## config.mk

```make
export PLATFORM = sky130hd
export DESIGN_NAME = fifo_word_unpacker
export DESIGN_NICKNAME = d
export VERILOG_FILES = /design/src/rtl/fifo_word_unpacker.sv
export SDC_FILE = /design/constraint.sdc
export NUM_CORES = 1
export LEC_CHECK = 0
export ABC_AREA = 1
export BUFFER_PORTS_ARGS = -buffer_cell sky130_fd_sc_hd__buf_2
export CAP_MARGIN = 10
export CORE_MARGIN = 2
export CORE_UTILIZATION = 57
export CTS_CLUSTER_SIZE = 14
export DETAILED_ROUTE_END_ITERATION = 8
export PLACE_DENSITY = 0.87
export SETUP_SLACK_MARGIN = 0.1
export SLEW_MARGIN = 20
export SYNTH_ARGS = -nofsm -noshare
export SYNTH_HDL_FRONTEND = slang
export SYNTH_SLANG_ARGS = --single-unit
export TNS_END_PERCENT = 1
```

## constraint.sdc

```tcl
create_clock -name clk -period 1.7 [get_ports clk]
set_input_delay 0.255 -clock clk [delete_from_list [all_inputs] [get_ports clk]]
set_output_delay 0.255 -clock clk [all_outputs]
set_load 0.02 [all_outputs]
```

## src/rtl/fifo_word_unpacker.sv

```systemverilog
// Drains WIDTH-bit words from a registered-read FIFO and emits them as OUT_WIDTH-bit
// beats on a valid/ready stream, lane 0 first, with a one-word prefetch to hide read latency.
module fifo_word_unpacker #(
    parameter int WIDTH     = 32,
    parameter int OUT_WIDTH = 8
) (
    input  logic                 clk,
    input  logic                 reset,
    input  logic                 fifo_empty,
    output logic                 fifo_read_en,
    input  logic [WIDTH-1:0]     fifo_read_data,
    output logic                 m_valid,
    output logic [OUT_WIDTH-1:0] m_data,
    output logic                 m_last,
    input  logic                 m_ready,
    output logic                 busy
);
    localparam int LANES = WIDTH / OUT_WIDTH;
    localparam int LW    = $clog2(LANES);
    localparam logic [LW-1:0] LAST_LANE = LW'(LANES - 1);

    logic [WIDTH-1:0] word_q, word_d;
    logic             word_v_q, word_v_d;
    logic [LW-1:0]    lane_q, lane_d;
    logic [WIDTH-1:0] pf_q, pf_d;
    logic             pf_v_q, pf_v_d;
    logic             pend_q, pend_d;

    logic [1:0] occupancy_s;
    logic       hs_s;
    logic       last_s;
    logic       word_free_s;
    logic       load_pf_s;
    logic       load_rd_s;

    // Pop request: at most two words held or in flight, never pop an empty FIFO.
    always_comb begin
        occupancy_s  = {1'b0, word_v_q} + {1'b0, pf_v_q} + {1'b0, pend_q};
        fifo_read_en = !reset && !fifo_empty && (occupancy_s < 2'd2);
    end

    // Next-state for the word register, lane counter, prefetch slot and in-flight flag.
    always_comb begin
        hs_s        = word_v_q && m_ready;
        last_s      = (lane_q == LAST_LANE);
        word_free_s = !word_v_q || (hs_s && last_s);
        load_pf_s   = word_free_s && pf_v_q;
        load_rd_s   = word_free_s && !pf_v_q && pend_q;

        word_d   = word_q;
        word_v_d = word_v_q;
        lane_d   = lane_q;
        pf_d     = pf_q;
        pf_v_d   = pf_v_q;
        pend_d   = fifo_read_en;

        // The prefetched word is older than returning data, so it wins the word register.
        if (load_pf_s) begin
            word_d   = pf_q;
            word_v_d = 1'b1;
            lane_d   = '0;
        end else if (load_rd_s) begin
            word_d   = fifo_read_data;
            word_v_d = 1'b1;
            lane_d   = '0;
        end else if (hs_s) begin
            if (last_s) begin
                word_v_d = 1'b0;
                lane_d   = '0;
            end else begin
                lane_d = lane_q + LW'(1);
            end
        end else begin
            word_v_d = word_v_q;
        end

        if (pend_q && !load_rd_s) begin
            pf_d   = fifo_read_data;
            pf_v_d = 1'b1;
        end else if (load_pf_s) begin
            pf_v_d = 1'b0;
        end else begin
            pf_v_d = pf_v_q;
        end
    end

    // State registers with synchronous reset.
    always_ff @(posedge clk) begin
        if (reset) begin
            word_q   <= '0;
            word_v_q <= 1'b0;
            lane_q   <= '0;
            pf_q     <= '0;
            pf_v_q   <= 1'b0;
            pend_q   <= 1'b0;
        end else begin
            word_q   <= word_d;
            word_v_q <= word_v_d;
            lane_q   <= lane_d;
            pf_q     <= pf_d;
            pf_v_q   <= pf_v_d;
            pend_q   <= pend_d;
        end
    end

    assign m_valid = word_v_q;
    assign m_data  = word_q[lane_q*OUT_WIDTH +: OUT_WIDTH];
    assign m_last  = last_s;
    assign busy    = word_v_q || pf_v_q || pend_q;

endmodule

```

* Yosys cells after proc, flatten, opt, wreduce, memory -nomap -nowiden *
Index checks and enable logic that the tools add are counted.

storage, ports and cells
  memories = 0
  latch bits = 0
  register bits = 69
  memory bits (writable) = 0
  ROM bits = 0

operators by class
  reduce and logical (&&, ||, !) cells = 22
  multiplexer cells = 9
  bitwise gates (word level) = 0
  multipliers = 0
  equal/unequal tests = 1
  div/mod/pow operators = 0
  $lt $le $gt $ge = 1
  add/sub/neg operators = 3
  shift operators = 1

operator list
  operator                                            count
  2-to-1 mux 32 bit                                   2
  variable part select 32 x 6 -> 8 bit                1
  logical AND 1 bit                                   8
  2-to-1 mux 1 bit                                    6
  nonzero test 3 bit                                  2
  logical NOT 1 bit                                   5
  nonzero test 2 bit                                  2
  logical OR 1 bit                                    3
  OR reduction 3 bit                                  1
  adder 1 x 1 -> 2 bit                                1
  adder 2 x 1 -> 2 bit                                1
  adder 2 x 1 -> 2 bit (second input constant)        1
  equality test 2 bit (second input constant)         1
  less-than comparator 2 bit (second input constant)  1
  2-to-1 mux 2 bit                                    1
  AND reduction 2 bit                                 1

* Logic depth before layout (Yosys ltp) *
Gate-level depths: netlist (run 1).

  depth after elaboration = 8
  mapped depth = 9

* Worst setup path before layout (run 1) *
OpenSTA, ideal clock, no wires.

  path type = register to output
  start = register word_v_q, in the netlist m_valid
  end = output fifo_read_en
  buffers on the path = 0
  setup slack = -80 ps
  arrival time = 1525 ps
  data required time = 1445 ps
  stages on the path, launching flop included = 4
  cell sequence = dfxtp_1 > ha_1 > a21oi_1 > nor3b_1

on the way
  word-level cells in the longest chain between the ends = 4

ends and longest elaborated chain
  element                     line  RTL
  from (decl)                 23    logic word_v_q, word_v_d;
  from (signal assigned)      98    word_v_q <= word_v_d;
  adder 1 x 1 -> 2 bit        38    occupancy_s = {1'b0, word_v_q} + {1'b0, pf_v_q} + {1'b0, pend_q};
  adder 2 x 1 -> 2 bit        38
  less-than comparator 2 bit  39    fifo_read_en = !reset && !fifo_empty && (occupancy_s < 2'd2);
  logical AND 1 bit           39
  to (decl)                   10    output logic fifo_read_en,

Every way passes these cells.

* Final worst setup path (run 1) *
  start = register lane_q[0]
  end = output m_data[1]

on the way
  word-level cells in the longest chain between the ends = 1

ends and longest elaborated chain
  element                               line  RTL
  from (decl)                           24    logic [LW-1:0] lane_q, lane_d;
  from (signal assigned)                99    lane_q <= lane_d;
  variable part select 32 x 6 -> 8 bit  107   assign m_data = word_q[lane_q*OUT_WIDTH +: OUT_WIDTH];
  to (decl)                             13    output logic [OUT_WIDTH-1:0] m_data,

Every way passes these cells.

==> flow_summary.ini, run 1 <==
[run_status]
status = finished with violations
violations = setup timing

[floorplan]
core_um2 = 5890
die_area_um2 = 6720
ios = 48
die_y_um = 82.0
dieWidth_um = 82.0
initial_core_util_pct = 58.9
fp-row-count = 28

[sta]
report.final.slew_viol_count = 0
finalCritPeriodShare_pct = 103
hold_viol_final = 0
tightest_slew_ps = 360
finalSetupViolCount = 8
fin_crit_ps = 1750
fin_setup_tns_ps = -178
fmax_ghz = 0.573
skew_ps = 7.69
rsz0062_at_grt = true
setup_slack_ps = -45.8
relSlewSlack_pct = 76.0
fin_hold_ws_ps = 80.1

[global_routing]
use_met2_pct = 45.4
grt_pass1_wl_mm = 14.7
antenna_found_initial = 0
grt_max_degree = 65
gr-total-overflow = 0
grt_use_met1_pct = 36.9
grt_pass1_vias = 3149
grt.busiest_layer = met2
grt_usage_pct = 28.3
met3_usage_pct = 8.57

[cts]
path_clk_slew_ps = 70
numCtsBuffers = 9
worstSkewPairLatency_ps = 350
cts_tree = done
postCtsHoldBufs = 0
h-tree-depth = 3
cts.sinks = 69
clockBufferDepth = 2
clock_tree.root_cell = clkbuf_8

[yosys]
seq_area_frac_synth_pct = 39.9
synth_ff_type = dfxtp_1
postSynth.asyncResetShare_pct = 0
synth_fp_nets = 538
ys.warnings.count = 0
synth_area_um2 = 3460
synth_edf_count = 0
synth_top_area_cell = dfxtp_1
synth_top_area_share_pct = 39.9
avgSynthCellArea_um2 = 6.93
synth-seq-cells = 69
syn_inst = 500
yosysUniqueCellTypes = 22
synth_area_leaders = dfxtp_1 40%, nand3_1 14%, nand2_1 11%

[route]
vias_per_cell = 5.76
dr.pass1.iters = 6
drt_iter0_drc = 411
finalWirelength_mm = 9.01
antenna_left = 0
vias = 3552
remaining_drc_errors = 0
routedWlPerCell_um = 14.6

[placed_design]
gp_congestion = 0.831
hpwl_mm = 5.65
dp_worst_setup_slack_ps = 129
io_buffer_count = 47

[setup_path]
worstReg2RegStart = lane_q[0]$_SDFFE_PP0P_
cp.required_ps = 1440
cp-end-kind = output port
worstPathArrival_ps = 1490
critical_path_class = register to output port
regToRegSetupSlack_ps = 140
critPathLaunchType = register
cp-startpoint = lane_q[0]$_SDFFE_PP0P_
path_max_fanout = 7

[layout]
fin_nets = 575
synthToLayoutAreaGrowth_pct = 18.3
drive_gt1_share_pct = 19.4
num_antenna_cells = 0

[pwr]
power_per_cell_area_nw_per_um2 = 978
power_mw = 4.01
peakVddDrop_mv = 0.666
p_leak_nw = 1.95

[worst_hold_path]
hold_class = primary input to register
hold_path.startpoint = fifo_empty

[flow_run]
cap_violations = 0
[Yosys cell counts (all sizes together), types with 2 or more instances]
master and count:
ha 2, a21oi 37, buf 31, nor2 50, dfxtp 69, nand3 98
clkbuf 10, nor3b 2, inv 37, o22ai 8, nand2 106, o21ai 16
nand3b 32
[sequential cells by signal, summed over array words and instances, names as in the netlist]
name	cells
pend_q	1
word_q	32
pf_v_q	1
m_valid	1
lane_q	2
pf_q	32
[through the flow]
step / area (um2) / cells / utilization (%)
after floorplan: 3470 / 500 / -
after global placement: 3730 / 596 / 63.4
after detailed placement: 3730 / 596 / 63.4
after CTS: 4070 / 617 / 69.2
after global routing: 4100 / 617 / 69.6
final: 4100 / 617 / 69.6
[power breakdown]
part           switching (mW)  leakage (nW)  internal (mW)
logic                   0.376          1.26          0.236
clock network           0.630         0.119           1.01
registers              0.0542         0.564           1.70
[critical path, cell delays in order, from the launching register on]
cell and delay (ps):
dfxtp_4 370, buf_6 130, clkinvlp_4 180, nor2_2 160, o22ai_1 120, buf_2 170
[final timing paths]
check | to | cells past startpoint
max | m_data[1] | 5
min | pend_q$_SDFF_PP0_ | 2
max reg2reg | pf_q[9]$_SDFFE_PP0P_ | 8
min reg2reg | word_q[19]$_SDFFE_PP0P_ | 2
[layout make-up]
type | instances | area, um2
Fill cell | 476 | 1790
Multi-Input combinational cell | 353 | 1760
Sequential cell | 69 | 1390
Timing Repair Buffer | 66 | 454
Inverter | 37 | 143
Clock buffer | 10 | 138
Clock inverter | 6 | 110
Tap cell | 75 | 93.8
Timing Repair inverter | 1 | 7.51
[per-layer routing]
metal	vias to the layer above	routed length (um)
met1	1635	3650
li1	1711	-
met4	0	159
met5	-	0
met3	18	830
met2	188	4370
[kinds of logic after synthesis]
family                   Yosys count  synth area share, %
adder cells (fa/ha/maj)            2                0.722
buffers and inverters             78                 10.7
AND/OR/NAND/NOR                  290                 39.6
AO/OA/AOI/OAI                     61                 9.10
flip-flops                        69                 39.9
[repair_timing]
| action | CTS | global route |
|---|---|---|
| cloned | 3 | 0 |
| buffers inserted | 2 | 0 |
| setup endpoints to repair | 9 | 24 |
| gates resized for setup | 21 | 12 |
| pin swaps | 5 | 3 |
[placed cells by master, fill, tap and decap left out, types with 2 or more instances in the layout]
master,synthesis,final
nand2_1,101,101
dfxtp_2,0,2
o21ai_1,0,4
buf_2,17,41
dfxtp_4,0,2
o21ai_0,16,11
nand2_2,3,3
inv_2,1,2
nor2_1,49,46
dfxtp_1,69,65
a21oi_1,37,36
inv_1,36,33
buf_4,3,18
clkbuf_8,0,10
buf_12,0,4
clkinvlp_4,0,4
buf_6,6,3
o22ai_1,8,7
bufinv_16,0,3
nand3_1,98,98
nand2_4,2,2
nor2_2,0,3
nand3b_1,32,32
(Power assumes the default switching activity.)
==> run 2: changes to the inputs <==
SETUP_SLACK_MARGIN = 0.2   (was 0.1)
==> flow_summary.ini, run 2 (synthesized netlist as in run 1, its figures left out) <==
[global_routing]
grt_pass1_wl_mm = 14.8
grt_pass1_vias = 3177
grt_max_degree = 66
grt_usage_pct = 29.1
gr-total-overflow = 0
antenna_found_initial = 0

[cts]
numCtsBuffers = 9
path_clk_slew_ps = 70
worstSkewPairLatency_ps = 350
h-tree-depth = 3
cts.sinks = 69
clockBufferDepth = 2
cts_tree = done
clock_tree.root_cell = clkbuf_8
postCtsHoldBufs = 0

[route]
dr.pass1.iters = 5
routedWlPerCell_um = 15.4
remaining_drc_errors = 0
drt_iter0_drc = 498
vias = 3597
vias_per_cell = 5.82
antenna_left = 0
finalWirelength_mm = 9.49

[run_status]
violations = setup timing
status = finished with violations

[sta]
rsz0062_at_grt = true
fmax_ghz = 0.535
finalSetupViolCount = 7
setup_slack_ps = -169
finalCritPeriodShare_pct = 110
tightest_slew_ps = 625
skew_ps = 9.37
report.final.slew_viol_count = 0
relSlewSlack_pct = 58.3
fin_crit_ps = 1870
hold_viol_final = 0

[setup_path]
worstPathArrival_ps = 1610
crit_path_cell_trace = buf_6 -> buf_4 -> o21ai_0 -> o22ai_2 -> buf_6
slowest_delay_ps = 330
worst_path_max_delay_cell = dfxtp_2
critical_path_class = register to output port
critPathBufInv = 3
cp_common_cell = buf_6
path_delay_family = compound AO/OA/AOI/OAI gates
critPathLaunchType = register
cp.required_ps = 1440
path_max_fanout = 7
cp-end-kind = output port

[layout]
reg.largest.list = pf_q x32, word_q x32, lane_q x2
ff_latch_area_um2 = 1390
multi_input_area_um2 = 1820
synthToLayoutAreaGrowth_pct = 20.7
num_antenna_cells = 0
fin_nets = 578
stdcell_area_um2 = 4180
drive_gt1_share_pct = 20.8
final_common_cell = nand2_1
mostFrequentLayoutCells = 100 x nand2_1, 98 x nand3_1, 65 x dfxtp_1
fillers = 467

[placed_design]
hpwl_mm = 5.51
io_buffer_count = 47
gp_congestion = 0.880
dp_worst_setup_slack_ps = 99.9
placed_area_um2 = 3730

[floorplan]
die_area_um2 = 6720
die_y_um = 82.0
core_um2 = 5890
ios = 48
initial_core_util_pct = 58.9
fp-row-count = 28
dieWidth_um = 82.0

[pwr]
internal_power_mw = 2.75
p_sw_share_pct = 27.6
p_seq_share_pct = 46.5
peakVddDrop_mv = 0.548
p_clk_share_pct = 36.3
p_switching_mw = 1.05
combPwrFrac_pct = 17.3
p_leak_nw = 1.97
power_per_cell_area_nw_per_um2 = 907

[worst_hold_path]
hold_class = primary input to register

[flow_run]
cap_violations = 0
## run 2: changes by cell type in the layout (fill, tap and decap cells not counted), sizes merged
| cell | before | now |
|---|---|---|
| buf | 66 | 69 |
| clkbuf | 10 | 13 |
| bufinv | 3 | 1 |
| clkinv | 2 | 0 |
| clkinvlp | 4 | 2 |
| inv | 35 | 36 |
## run 2: per-layer routing
| layer | vias to the layer above | track usage [%] | part of all wire [%] | routed length (um) |
|---|---|---|---|---|
| met4 | 0 | 15.2 | 3.3 | 312 |
| met3 | 32 | 6.81 | 7.5 | 709 |
| met5 | - | 0 | 0 | 0 |
| met1 | 1662 | 38.2 | 43 | 4070 |
| li1 | 1724 | - | - | - |
| met2 | 179 | 44.6 | 46 | 4410 |
## run 2: what timing repair did
action,4_1_cts,5_1_grt
pin swaps,4,6
buffers inserted,5,3
setup endpoints to repair,21,76
cloned,2,0
gates resized for setup,21,37
## run 2: power by group through the flow
| stage | logic [mW] | clock network, mW | registers (mW) |
|---|---|---|---|
| floorplan | 0.416 | 0 | 1.77 |
| detailed placement | 0.558 | 0 | 1.79 |
| global route | 0.718 | 1.46 | 1.77 |
| CTS | 0.598 | 1.38 | 1.75 |
| global placement | 0.543 | 0 | 1.79 |
| finish | 0.655 | 1.38 | 1.76 |
## run 2: worst paths after layout
path,startpoint,endpoint,slack (ps),cells after the start
setup / recovery,lane_q[0]$_SDFFE_PP0P_,m_data[7],-170,5
hold / removal,fifo_empty,pend_q$_SDFF_PP0_,80,2
setup reg to reg,lane_q[0]$_SDFFE_PP0P_,pf_q[29]$_SDFFE_PP0P_,60,9
hold reg to reg,word_q[16]$_SDFFE_PP0P_,word_q[16]$_SDFFE_PP0P_,470,2
## run 2: cell type report
cell class              instances  area share [%]
multi-input cells             353            43.5
flip-flops and latches         69            33.3
repair buffers                 69            12.7
clock buffers                  13            4.04
inverters                      37            3.41
well taps                      75            2.24
clock inverters                 1           0.718
repair inverters                1           0.180
## run 2: through the flow
step                cells  TNS (ps)  util (%)  hold WS [ps]  power [mW]
finish                618      -665      71.0          79.1        3.79
global route          618      -947      71.0          87.6        3.94
CTS                   615      -138      68.7          72.6        3.73
detailed placement    594         0      63.4           441        2.35
global placement      594         0      63.4           439        2.33
floorplan             500         0         -           317        2.19
==> run 3: changes to the inputs <==
clock period = 2.1 ns   (was 1.7 ns; I/O delays follow)
==> flow_summary.ini, run 3 (synthesized netlist as in run 1, its figures left out) <==
[run_status]
status = finished, final reports clean

[floorplan]
ios = 48
fp-row-count = 28
initial_core_util_pct = 58.9
die_area_um2 = 6720
die_y_um = 82.0
dieWidth_um = 82.0
core_um2 = 5890

[route]
routedWlPerCell_um = 13.8
finalWirelength_mm = 8.46
drt_iter0_drc = 297
dr.pass1.iters = 5
vias_per_cell = 5.66
remaining_drc_errors = 0
antenna_left = 0
vias = 3474

[cts]
path_clk_slew_ps = 80
postCtsHoldBufs = 0
worstSkewPairLatency_ps = 350
cts_tree = done
cts.sinks = 69
clock_tree.root_cell = clkbuf_8
clockBufferDepth = 2
h-tree-depth = 3
numCtsBuffers = 9

[sta]
fin_setup_tns_ps = 0
fin_crit_ps = 1950
relSlewSlack_pct = 58.5
tightest_slew_ps = 622
rsz0062_at_grt = true
fin_hold_ws_ps = 123
skew_ps = 5.83
setup_slack_ps = 150
finalCritPeriodShare_pct = 92.8
fmax_ghz = 0.513
hold_viol_final = 0
report.final.slew_viol_count = 0
finalSetupViolCount = 0

[global_routing]
grt_pass1_wl_mm = 14.0
grt_usage_pct = 26.9
grt_max_degree = 63
grt_pass1_vias = 3054
antenna_found_initial = 0
gr-total-overflow = 0

[pwr]
p_clk_share_pct = 38.6
p_leak_nw = 1.90
internal_power_mw = 2.21
p_sw_share_pct = 27.6
power_per_cell_area_nw_per_um2 = 774
p_switching_uw = 842
peakVddDrop_mv = 0.496
p_seq_share_pct = 46.5
power_mw = 3.05
combPwrFrac_pct = 14.9

[worst_hold_path]
hold_class = primary input to register

[setup_path]
crit_path_cell_trace = buf_8 -> clkinvlp_4 -> buf_12 -> nor2_1 -> o22ai_1 -> buf_2
path_max_fanout = 10
worstPathArrival_ps = 1630
critPathLaunchType = register
critPathBufInv = 4
worst_path_max_delay_cell = dfxtp_2
cp.required_ps = 1780
cp-end-kind = output port
slowest_delay_ps = 380
critical_path_class = register to output port
path_delay_family = buffers and inverters

[layout]
fin_nets = 572
fillers = 509
mostFrequentLayoutCells = 101 x nand2_1, 98 x nand3_1, 66 x dfxtp_1
final_common_cell = nand2_1
num_antenna_cells = 0
synthToLayoutAreaGrowth_pct = 13.8
fin_util_pct = 67.0
drive_gt1_share_pct = 16.5
ff_latch_area_um2 = 1390
multi_input_area_um2 = 1710
reg.largest.list = pf_q x32, word_q x32, lane_q x2

[placed_design]
hpwl_mm = 5.42
dp_worst_setup_slack_ps = 335
io_buffer_count = 47
gp_congestion = 0.886

[flow_run]
cap_violations = 0
run 3: cell types whose count changed in the layout (fill, tap and decap cells not counted), moves of 6 or more:
| cell | delta |
|---|---|
| o21ai_0 | +7 |
| buf_2 | +10 |
| o22ai_2 | -6 |
| nor2_1 | +6 |
| o22ai_1 | +6 |
| buf_6 | -11 |
| o21ai_1 | -7 |
run 3: final timing paths:
path	slack [ps]	cells after the start	end	startpoint
worst max-delay path	150	6	m_data[2]	lane_q[0]$_SDFFE_PP0P_
worst min-delay path	120	2	pend_q$_SDFF_PP0_	fifo_empty
worst max register to register	350	8	word_q[7]$_SDFFE_PP0P_	lane_q[1]$_SDFFE_PP0P_
worst min register to register	480	2	word_q[4]$_SDFFE_PP0P_	word_q[4]$_SDFFE_PP0P_
run 3: cell type report:
| type | count | area share [%] |
|---|---|---|
| Sequential cell | 69 | 35.1 |
| Multi-Input combinational cell | 353 | 43.4 |
| Clock buffer | 12 | 3.43 |
| Timing Repair Buffer | 63 | 9.97 |
| Timing Repair inverter | 1 | 0.190 |
| Tap cell | 75 | 2.38 |
| Clock inverter | 4 | 1.84 |
| Inverter | 37 | 3.62 |
run 3: per-layer routing:
layer  track usage, %  share of wire [%]  up-vias
li1                 -                  -     1707
met1             37.6                 46     1605
met2             41.2                 45      143
met3             4.84                7.2       19
met4             10.7                2.0        0
met5                0                  0        -
run 3: worst reg2reg max path, stage by stage, from the launching register on:
cell and delay [ps]:
dfxtp_2 410, ha_1 250, nand2_2 100, nand2_4 220, nand2_4 90, nor2_4 80, buf_4 310, nand3_1 170
nand2_1 80
run 3: timing repair:
| action | CTS | global route |
|---|---|---|
| resized for setup | 2 | 5 |
| setup endpoints to repair | 8 | 48 |
| setup buffers | 1 | 0 |
| gates cloned | 1 | 1 |
run 3: power by group through the flow:
| stage | clock (mW) | combinational, mW | sequential [mW] |
|---|---|---|---|
| finish | 1.18 | 0.455 | 1.42 |
| global route | 1.24 | 0.509 | 1.43 |
| CTS | 1.18 | 0.444 | 1.42 |
| detailed placement | 0 | 0.434 | 1.45 |
| global placement | 0 | 0.424 | 1.44 |
| floorplan | 0 | 0.337 | 1.43 |
run 3: per-stage QoR:
step	cells	instance area (um2)
6_report	614	3940
5_1_grt	614	3940
4_1_cts	613	3910
3_5_place_dp	595	3670
3_3_place_gp	595	3670
2_1_floorplan	500	3460
